### src/rtl/mips_pc_unit.sv
// -----------------------------------------------------------------------------
// mips_pc_unit
//
// Program-counter datapath slice of a multi-cycle MIPS core. It holds the PC,
// the instruction register, the registered ALU result (ALUOut) and the
// registered zero flag. It selects the next PC from the control FSM's PCSource
// and applies the PCWrite / PCWriteCond strobes. Two sticky fault flags are
// kept:
//   * misalign -- a PC update was attempted with a target not word aligned.
//   * halted   -- set by misalign or by the control FSM's Error flag.
//                 While halted the PC is frozen. Only rst clears it.
//
// Optional feature (compile-time macro MIPS_PC_STATS_EN):
//   When defined, three saturating 16-bit statistics counters are built
//   (branch taken, branch not taken, jump). When undefined, the counter ports
//   remain but are tied to zero, and no counter logic exists.
//
// Parameters
//   RESET_PC          PC value loaded on reset.
//
// Ports
//   clk               system clock; all state updates on its rising edge
//   rst               synchronous, active-high reset; overrides every input
//   alu_result[31:0]  combinational ALU output for this cycle
//   alu_zero          ALU zero flag for this cycle
//   rs_value[31:0]    register rs, used as the jr target
//   mem_rdata[31:0]   memory read data (the instruction during fetch)
//   PCWrite           unconditional PC update strobe (dominant)
//   PCWriteCond       conditional (branch) PC update strobe
//   EQorNE            1 = beq (taken on zero), 0 = bne (taken on nonzero)
//   IRWrite           load the instruction register from mem_rdata
//   PCSource[1:0]     next-PC select: 00 alu_result, 01 alu_out,
//                     10 jump target, 11 rs_value
//   Error             control FSM error flag; halts the unit
//   pc[31:0]          current program counter
//   instr[31:0]       instruction register
//   alu_out[31:0]     ALU result registered every cycle
//   misalign, halted  sticky fault flags
//   branch_taken_cnt, branch_nt_cnt, jump_cnt [15:0]  statistics counters
//
// Strobe semantics: the strobes are plain level-sampled controls, not a
// valid/ready handshake. Each strobe takes effect at the rising edge that
// samples it high. Nothing ever back-pressures the control FSM.
// -----------------------------------------------------------------------------
module mips_pc_unit #(
  parameter logic [31:0] RESET_PC = 32'h0000_0000
) (
  input  logic        clk,
  input  logic        rst,
  input  logic [31:0] alu_result,
  input  logic        alu_zero,
  input  logic [31:0] rs_value,
  input  logic [31:0] mem_rdata,
  input  logic        PCWrite,
  input  logic        PCWriteCond,
  input  logic        EQorNE,
  input  logic        IRWrite,
  input  logic [1:0]  PCSource,
  input  logic        Error,
  output logic [31:0] pc,
  output logic [31:0] instr,
  output logic [31:0] alu_out,
  output logic        misalign,
  output logic        halted,
  output logic [15:0] branch_taken_cnt,
  output logic [15:0] branch_nt_cnt,
  output logic [15:0] jump_cnt
);

  localparam logic [1:0] SRC_ALU    = 2'b00;
  localparam logic [1:0] SRC_ALUOUT = 2'b01;
  localparam logic [1:0] SRC_JUMP   = 2'b10;
  localparam logic [1:0] SRC_RS     = 2'b11;

  // ---------------------------------------------------------------------------
  // State registers
  // ---------------------------------------------------------------------------
  logic [31:0] pc_q,       pc_d;
  logic [31:0] instr_q,    instr_d;
  logic [31:0] alu_out_q,  alu_out_d;
  logic        zero_q,     zero_d;
  logic        misalign_q, misalign_d;
  logic        halted_q,   halted_d;

  // ---------------------------------------------------------------------------
  // Next-PC selection and update enable
  // ---------------------------------------------------------------------------
  logic [31:0] next_pc;
  logic [31:0] jump_target;
  logic        branch_ok;
  logic        pc_en;
  logic        target_misaligned;

  // The jump target is built from the instruction register as it stands
  // before this edge. If IRWrite is also high this cycle, the new word lands
  // in instr_q at the same edge and does not affect this jump.
  assign jump_target = {pc_q[31:28], instr_q[25:0], 2'b00};

  always_comb begin
    next_pc = alu_result;
    case (PCSource)
      SRC_ALU:    next_pc = alu_result;
      SRC_ALUOUT: next_pc = alu_out_q;
      SRC_JUMP:   next_pc = jump_target;
      SRC_RS:     next_pc = rs_value;
      default:    next_pc = alu_result;
    endcase
  end

  // zero_q is the flag from the compare cycle, one cycle before the
  // PCWriteCond cycle. beq (EQorNE=1) takes the branch on zero. bne
  // (EQorNE=0) takes it on nonzero.
  assign branch_ok = (zero_q == EQorNE);

  // PCWrite dominates: with PCWrite high the branch condition is irrelevant.
  assign pc_en = !halted_q && !Error && (PCWrite || (PCWriteCond && branch_ok));

  assign target_misaligned = (next_pc[1:0] != 2'b00);

  // ---------------------------------------------------------------------------
  // Next-state logic
  // ---------------------------------------------------------------------------
  always_comb begin
    pc_d       = pc_q;
    instr_d    = instr_q;
    alu_out_d  = alu_result;
    zero_d     = alu_zero;
    misalign_d = misalign_q;
    halted_d   = halted_q;

    // Fetching is independent of the halt state, so the instruction register
    // keeps tracking memory even after a fault. This helps post-mortem debug.
    if (IRWrite) begin
      instr_d = mem_rdata;
    end

    if (pc_en) begin
      if (target_misaligned) begin
        // The PC is not updated with a bad target. The unit stops instead.
        misalign_d = 1'b1;
        halted_d   = 1'b1;
      end else begin
        pc_d = next_pc;
      end
    end

    if (Error) begin
      halted_d = 1'b1;
    end
  end

  always_ff @(posedge clk) begin
    if (rst) begin
      pc_q       <= RESET_PC;
      instr_q    <= 32'h0000_0000;
      alu_out_q  <= 32'h0000_0000;
      zero_q     <= 1'b0;
      misalign_q <= 1'b0;
      halted_q   <= 1'b0;
    end else begin
      pc_q       <= pc_d;
      instr_q    <= instr_d;
      alu_out_q  <= alu_out_d;
      zero_q     <= zero_d;
      misalign_q <= misalign_d;
      halted_q   <= halted_d;
    end
  end

  assign pc       = pc_q;
  assign instr    = instr_q;
  assign alu_out  = alu_out_q;
  assign misalign = misalign_q;
  assign halted   = halted_q;

  // ---------------------------------------------------------------------------
  // Statistics counters
  // ---------------------------------------------------------------------------
`ifdef MIPS_PC_STATS_EN
  logic [15:0] taken_cnt_q, taken_cnt_d;
  logic [15:0] nt_cnt_q,    nt_cnt_d;
  logic [15:0] jump_cnt_q,  jump_cnt_d;
  logic        inc_taken;
  logic        inc_nt;
  logic        inc_jump;

  // A branch cycle is PCWriteCond alone. If PCWrite is also high, the cycle
  // is an unconditional update and is not counted as a branch.
  assign inc_taken = PCWriteCond && !PCWrite && branch_ok && pc_en;
  assign inc_nt    = PCWriteCond && !PCWrite && !branch_ok && !halted_q;
  assign inc_jump  = PCWrite && PCSource[1] && pc_en;

  // Each counter saturates at all-ones and holds there until reset.
  always_comb begin
    taken_cnt_d = taken_cnt_q;
    nt_cnt_d    = nt_cnt_q;
    jump_cnt_d  = jump_cnt_q;
    if (inc_taken && (taken_cnt_q != 16'hFFFF)) begin
      taken_cnt_d = taken_cnt_q + 16'd1;
    end
    if (inc_nt && (nt_cnt_q != 16'hFFFF)) begin
      nt_cnt_d = nt_cnt_q + 16'd1;
    end
    if (inc_jump && (jump_cnt_q != 16'hFFFF)) begin
      jump_cnt_d = jump_cnt_q + 16'd1;
    end
  end

  always_ff @(posedge clk) begin
    if (rst) begin
      taken_cnt_q <= 16'h0000;
      nt_cnt_q    <= 16'h0000;
      jump_cnt_q  <= 16'h0000;
    end else begin
      taken_cnt_q <= taken_cnt_d;
      nt_cnt_q    <= nt_cnt_d;
      jump_cnt_q  <= jump_cnt_d;
    end
  end

  assign branch_taken_cnt = taken_cnt_q;
  assign branch_nt_cnt    = nt_cnt_q;
  assign jump_cnt         = jump_cnt_q;
`else
  assign branch_taken_cnt = 16'h0000;
  assign branch_nt_cnt    = 16'h0000;
  assign jump_cnt         = 16'h0000;
`endif

endmodule

### config.mk
export PLATFORM = sky130hd
export DESIGN_NAME = mips_pc_unit
export DESIGN_NICKNAME = d
export VERILOG_FILES = /design/src/rtl/mips_pc_unit.sv
export SDC_FILE = /design/constraint.sdc
export NUM_CORES = 1
export LEC_CHECK = 0
export ABC_AREA = 1
export BUFFER_PORTS_ARGS = -buffer_cell sky130_fd_sc_hd__buf_4
export CELL_PAD_IN_SITES_DETAIL_PLACEMENT = 0
export CELL_PAD_IN_SITES_GLOBAL_PLACEMENT = 2
export CORE_UTILIZATION = 22
export DETAILED_ROUTE_END_ITERATION = 8
export GPL_ROUTABILITY_DRIVEN = 0
export PLACE_DENSITY_LB_ADDON = 0.1
export SLEW_MARGIN = 5
export SYNTH_ARGS = -nofsm -noshare
export SYNTH_HDL_FRONTEND = slang
export SYNTH_SLANG_ARGS = --single-unit
### constraint.sdc
create_clock -name clk -period 1.6 [get_ports clk]
set_input_delay 0.08 -clock clk [delete_from_list [all_inputs] [get_ports clk]]
set_output_delay 0.08 -clock clk [all_outputs]
set_load 0.005 [all_outputs]
==> impl_metrics.toml, run 1 <==
[status]
status = "finished clean"

[die]
die_w_um = 144.5
die_h_um = 144.5
dieArea_sq_um = 20880
ios = 252
num_rows = 51
core_area_sq_um = 19650
start_util = 0.2273

[routing]
wl_per_cell_um = 14.57
vias_per_cell = 4.030
antenna_left = 0
first_pass_iters = 4
drtIter0Drc = 162
route.detailed.drc = 0
finalWirelength_mm = 17.50
num_vias = 4840

[worst_hold_path]
hp-class = "in -> reg"

[sta]
fmax_ghz = 0.6898
setup_viol = 0
finalHoldViolCount = 0
skew_ns = 0.01028
worstMarginPinSlew_ns = 0.8671
fin_crit_ns = 1.450
setup-tns-final_ns = 0
rsz0062_at_grt = "no"
post-route-period-util = 0.9061
maxSlewViolCount = 0
relSlewSlack = 0.4213

[finish]
diodes = 0
regArea_sq_um = 1982
multi_input_area_sq_um = 1972
drive_gt1_frac = 0.2575
nets = 1038
stdcell_count = 1201
areaGrowthSynthToFinish_pct = 60.06
fin_util = 0.3638
fillCellCount = 2166

[yosys]
yosysTopAreaCellShare = 0.4437
yosys_warnings = 0
async_flop_share = 0
synth_edf_count = 0
yosys-top-cells-count = "200 x nor2_1, 149 x nand2_1, 99 x dfxtp_1"
synth_area_leaders = "dfxtp_1 44%, nor2_1 17%, nand2_1 13%, buf_4 8.9%, o21ai_0 6.1%"
synth_ff_type = "dfxtp_1"
ys_ff_latch = 99
syn_area_per_cell_sq_um = 6.657
synthDistinctLibCells = 18
ys_seq_area_frac = 0.4437
syn_area_sq_um = 4467
yosys.area.top_type = "dfxtp_1"
synth_most_common_cell = "nor2_1"
synthCells = 671

[power]
p_per_area_nw_per_um2 = 913.7
switching_share = 0.2554
combPwrFrac = 0.185
p_switching_mw = 1.668
p_leak_nw = 3.590
p_clk_frac = 0.396
p_int_mw = 4.864
pwr-share-seq = 0.419
vdd_drop_max_mv = 0.4546

[placed_design]
portBuffers = 203
detailed_place_hpwl_mm = 12.48
place_inst = 1120

[flow_run]
maxCapViolCount = 0

[setup_path]
cp_max_fo = 27
cp_data_arrival_time_ns = 1.70
critical_path_required_ns = 1.85
criticalPathCategory = "in -> reg"
setup.worst_path.start_class = "input pin"
endpoint_kind = "flop"

[clock_tree]
root_buffer = "clkbuf_16"
cts_tree = "built"
clk_latency_ns = 0.35
clkTransAtPathRegs_ns = 0.07
cts_buffers = 9
clockBufferDepth = 2
cts_num_sinks = 99
post_cts_resize_count = 0
cts-htree-levels = 3

[global_routing]
grt_max_degree = 55
grt-ovfl-total = 0
groute.usage.overall = 0.1635
grt_pass1_wl_mm = 25.35
grt_pass1_vias = 4463
antenna_found_initial = 0
layout by cell type (no fill, tap or decap):
master and count:
a21oi_1 4, buf_12 2, buf_4 215, bufinv_16 3, clkbuf_16 10, clkbuf_8 2
clkinvlp_4 1, conb_1 48, dfxtp_1 99, dlygate4sd3_1 65, inv_1 45, inv_2 4
nand2_1 149, nand3_1 31, nand3_2 1, nand4_1 1, nor2_1 199, nor2_2 2
nor2_4 1, o21ai_0 54
cells by family (layout without fill, tap and decap cells):
logic type | count (synthesis) | count (layout) | synth area share
other cells | 1 | 48 | 0.0008395
compound gates | 58 | 58 | 0.06499
flops | 99 | 99 | 0.4437
buf+inv | 129 | 347 | 0.1549
simple gates | 384 | 384 | 0.3356
flip-flops by register name (all words and copies together) (netlist names):
signal / cells
misalign: 1
halted: 1
zero_q: 1
instr: 32
pc: 32
alu_out: 32
metal layers:
layer  routed length (um)  GRT usage
met1                 8110     0.2170
met5                    0          0
met4                  242    0.05706
met3                 1111    0.03543
met2                 8035     0.2596
worst max-delay path, stage by stage:
cell and delay (ns):
dlygate4sd3_1 0.54, buf_4 0.13, inv_1 0.06, nand2_1 0.05, nand2_1 0.08, nand3_2 0.13
nor2_4 0.21, buf_12 0.21, nand2_1 0.07, nand2_1 0.09, nor2_1 0.04
per-stage QoR:
step / cell area, sq um / total power, mW / hold slack [ns] / setup WS (ns)
CTS: 7124 / 6.624 / 0.01863 / 0.1235
global route: 7149 / 6.903 / 0.04085 / 0.002613
floorplan: 4643 / 3.308 / 0.1870 / 0.4281
finish: 7149 / 6.532 / 0.03347 / 0.1502
detailed placement: 6123 / 3.873 / 0.2926 / 0.0007244
global placement: 6123 / 3.869 / 0.2869 / 0.02580
path summary, 6_finish.rpt:
kind | startpoint | to | slack [ns] | depth (start not counted)
setup / recovery | alu_result[0] | pc[2] | 0.15 | 11
hold / removal | Error | halted | 0.03 | 3
setup reg to reg | zero_q | pc[2] | 0.24 | 10
hold reg to reg | pc[1] | pc[1] | 0.45 | 2
what timing repair did:
item	CTS	global route
hold endpoints to repair	65	0
setup endpoints to repair	0	6
hold buffers	65	0
buffers inserted	0	0
power by group through the flow:
stage               Combinational, mW  Sequential (mW)  Clock (mW)
finish                           1.21             2.73        2.59
global route                     1.35             2.75        2.80
CTS                              1.21             2.74        2.68
detailed placement               1.08             2.79           0
global placement                 1.08             2.79           0
floorplan                       0.537             2.77           0
area by class of cell:
class                      count  area share
sequential                    99      0.2772
clock buffer                  11     0.03535
inverter                      49     0.02573
clock inverter                 4     0.01365
multi-input combinational    490      0.2758
tap                          265     0.04638
timing repair buffer         283      0.3259
Note: power is estimated with default switching activity, not from simulation.
==> run 2: changes to the inputs <==
- CTS_BUF_LIST: not set -> sky130_fd_sc_hd__clkbuf_16
- RECOVER_POWER: not set -> 50
==> run 2 against run 1 <==
Clock-buffer cell count decreased by 2. Wire length decreased by 0.43%. Highest routed layer unchanged. Critical endpoint unchanged. Combinational power is essentially flat. Largest cell class unchanged. Largest power group unchanged.
==> impl_metrics.toml, run 2 (synthesis gave the netlist of run 1 again) <==
[flow_run]
maxCapViolCount = 0

[setup_path]
slowest_stage = "dlygate4sd3_1"
criticalPathCategory = "in -> reg"
path_common_cell = "nand2_1"
rrSetupSlack_ns = 0.23
r2r_start = "zero_q"
ff2ff_path_depth = 10
r2r-end = "pc[2]"
setup.worst_path.start_class = "input pin"
cp_max_fo = 27
critical_path_required_ns = 1.85
cp_data_arrival_time_ns = 1.70
endpoint_kind = "flop"
critPathMaxStageDelay_ns = 0.53
worstPathCellList = "dlygate4sd3_1 > clkbuf_4 > inv_1 > nand2_1 > nand2_1 > nand3_2 > nor2_4 > buf_12 > nand2_1 > nand2_1 > nor2_1"

[sta]
post-route-period-util = 0.9035
setup_viol = 0
worstMarginPinSlew_ns = 0.8708
rsz0062_at_grt = "no"
maxSlewViolCount = 0
finalHoldViolCount = 0
fin_ws_ns = 0.1544
fmax_ghz = 0.6917
relSlewSlack = 0.4188
holdWs_ns = 0.03135
setup-tns-final_ns = 0
skew_ns = 0.01141
fin_crit_ns = 1.446

[finish]
diodes = 0
drive_gt1_frac = 0.2372
layout_common_cells = "199 x nor2_1, 149 x nand2_1, 142 x buf_4"
areaGrowthSynthToFinish_pct = 58.18
multi_input_area_sq_um = 1972
nets = 1038
fin_util = 0.3595
layout_commonest_cell = "nor2_1"
fillCellCount = 2183
regArea_sq_um = 1982

[routing]
first_pass_iters = 4
finalWirelength_mm = 17.42
vias_per_cell = 4.032
wl_per_cell_um = 14.51
route.detailed.drc = 0
antenna_left = 0
num_vias = 4842
drtIter0Drc = 184

[global_routing]
antenna_found_initial = 0
groute.usage.overall = 0.1634
grt_max_degree = 55
grt_pass1_wl_mm = 25.34
grt_pass1_vias = 4461
grt-ovfl-total = 0

[power]
combPwrFrac = 0.185
switching_share = 0.2598
pwr-share-seq = 0.427
p_clk_frac = 0.389
vdd_drop_max_mv = 0.4535
p_per_area_nw_per_um2 = 907.1
p_switching_mw = 1.665
p_int_mw = 4.744
p_leak_nw = 3.496

[die]
die_h_um = 144.5
num_rows = 51
core_area_sq_um = 19650
dieArea_sq_um = 20880
ios = 252
start_util = 0.2273
die_w_um = 144.5

[worst_hold_path]
hold_path.startpoint = "Error"
min_to = "halted"
hold_depth = 3
hp-class = "in -> reg"

[clock_tree]
cts-htree-levels = 3
cts_num_sinks = 99
root_buffer = "clkbuf_16"
cts_buffers = 9
clk_latency_ns = 0.35
cts_tree = "built"
clockBufferDepth = 2
clkTransAtPathRegs_ns = 0.07
post_cts_resize_count = 0

[placed_design]
detailed_place_hpwl_mm = 12.48
portBuffers = 203
post-place-ws_ns = 0.0007244

[status]
status = "finished clean"
## run 2: changes by cell type in the layout (fill, tap and decap cells not counted)
cell / previous run / this run
clkbuf_8: 2 / 0
clkinv_1: 0 / 2
buf_4: 215 / 142
clkbuf_1: 0 / 17
clkbuf_4: 0 / 56
## run 2: through the flow
step	cells	area, sq um	total power, mW
2_1_floorplan	718	4643	3.308
3_3_place_gp	1120	6123	3.869
3_5_place_dp	1120	6123	3.873
4_1_cts	1200	7104	6.522
5_1_grt	1201	7066	6.775
6_report	1201	7066	6.409
## run 2: layout make-up
class | instances | share of cell area
Inverter | 49 | 0.02603
Multi-Input combinational cell | 490 | 0.2791
Tap cell | 265 | 0.04693
Clock buffer | 9 | 0.03188
Sequential cell | 99 | 0.2805
Clock inverter | 6 | 0.01488
Timing Repair Buffer | 283 | 0.3207
## run 2: how the worst max path moves through the flow
stage / startpoint / to / slack, ns
global route: alu_result[1] / pc[3] / 0.003
finish: alu_result[0] / pc[2] / 0.15
floorplan: zero_q / pc[4] / 0.43
global placement: PCSource[0] / pc[21] / 0.03
CTS: alu_result[0] / pc[3] / 0.12
detailed placement: PCSource[0] / pc[21] / 0.0007
## run 2: power by group through the flow
| stage | Clock (mW) | Combinational [mW] | Sequential (mW) |
|---|---|---|---|
| 6_report | 2.49 | 1.18 | 2.73 |
| 5_1_grt | 2.70 | 1.32 | 2.75 |
| 4_1_cts | 2.57 | 1.21 | 2.74 |
| 3_5_place_dp | 0 | 1.08 | 2.79 |
| 3_3_place_gp | 0 | 1.08 | 2.79 |
| 2_1_floorplan | 0 | 0.537 | 2.77 |
## run 2: layer usage
metal / global-route usage / part of all wire
met4: 0.05706 / 0.014
met3: 0.03543 / 0.055
met5: 0 / 0
met1: 0.2170 / 0.47
met2: 0.2594 / 0.46
## run 2: repair_timing
action                     in CTS  in global routing
hold endpoints to repair       65                  0
setup buffers                   0                  0
hold buffers                   65                  0
setup endpoints to repair       0                  6
## run 2: critical path, delay by kind of cell
family	cells	cell delay, ns
buffers and inverters	4	0.93
and+or+nand+nor	7	0.67
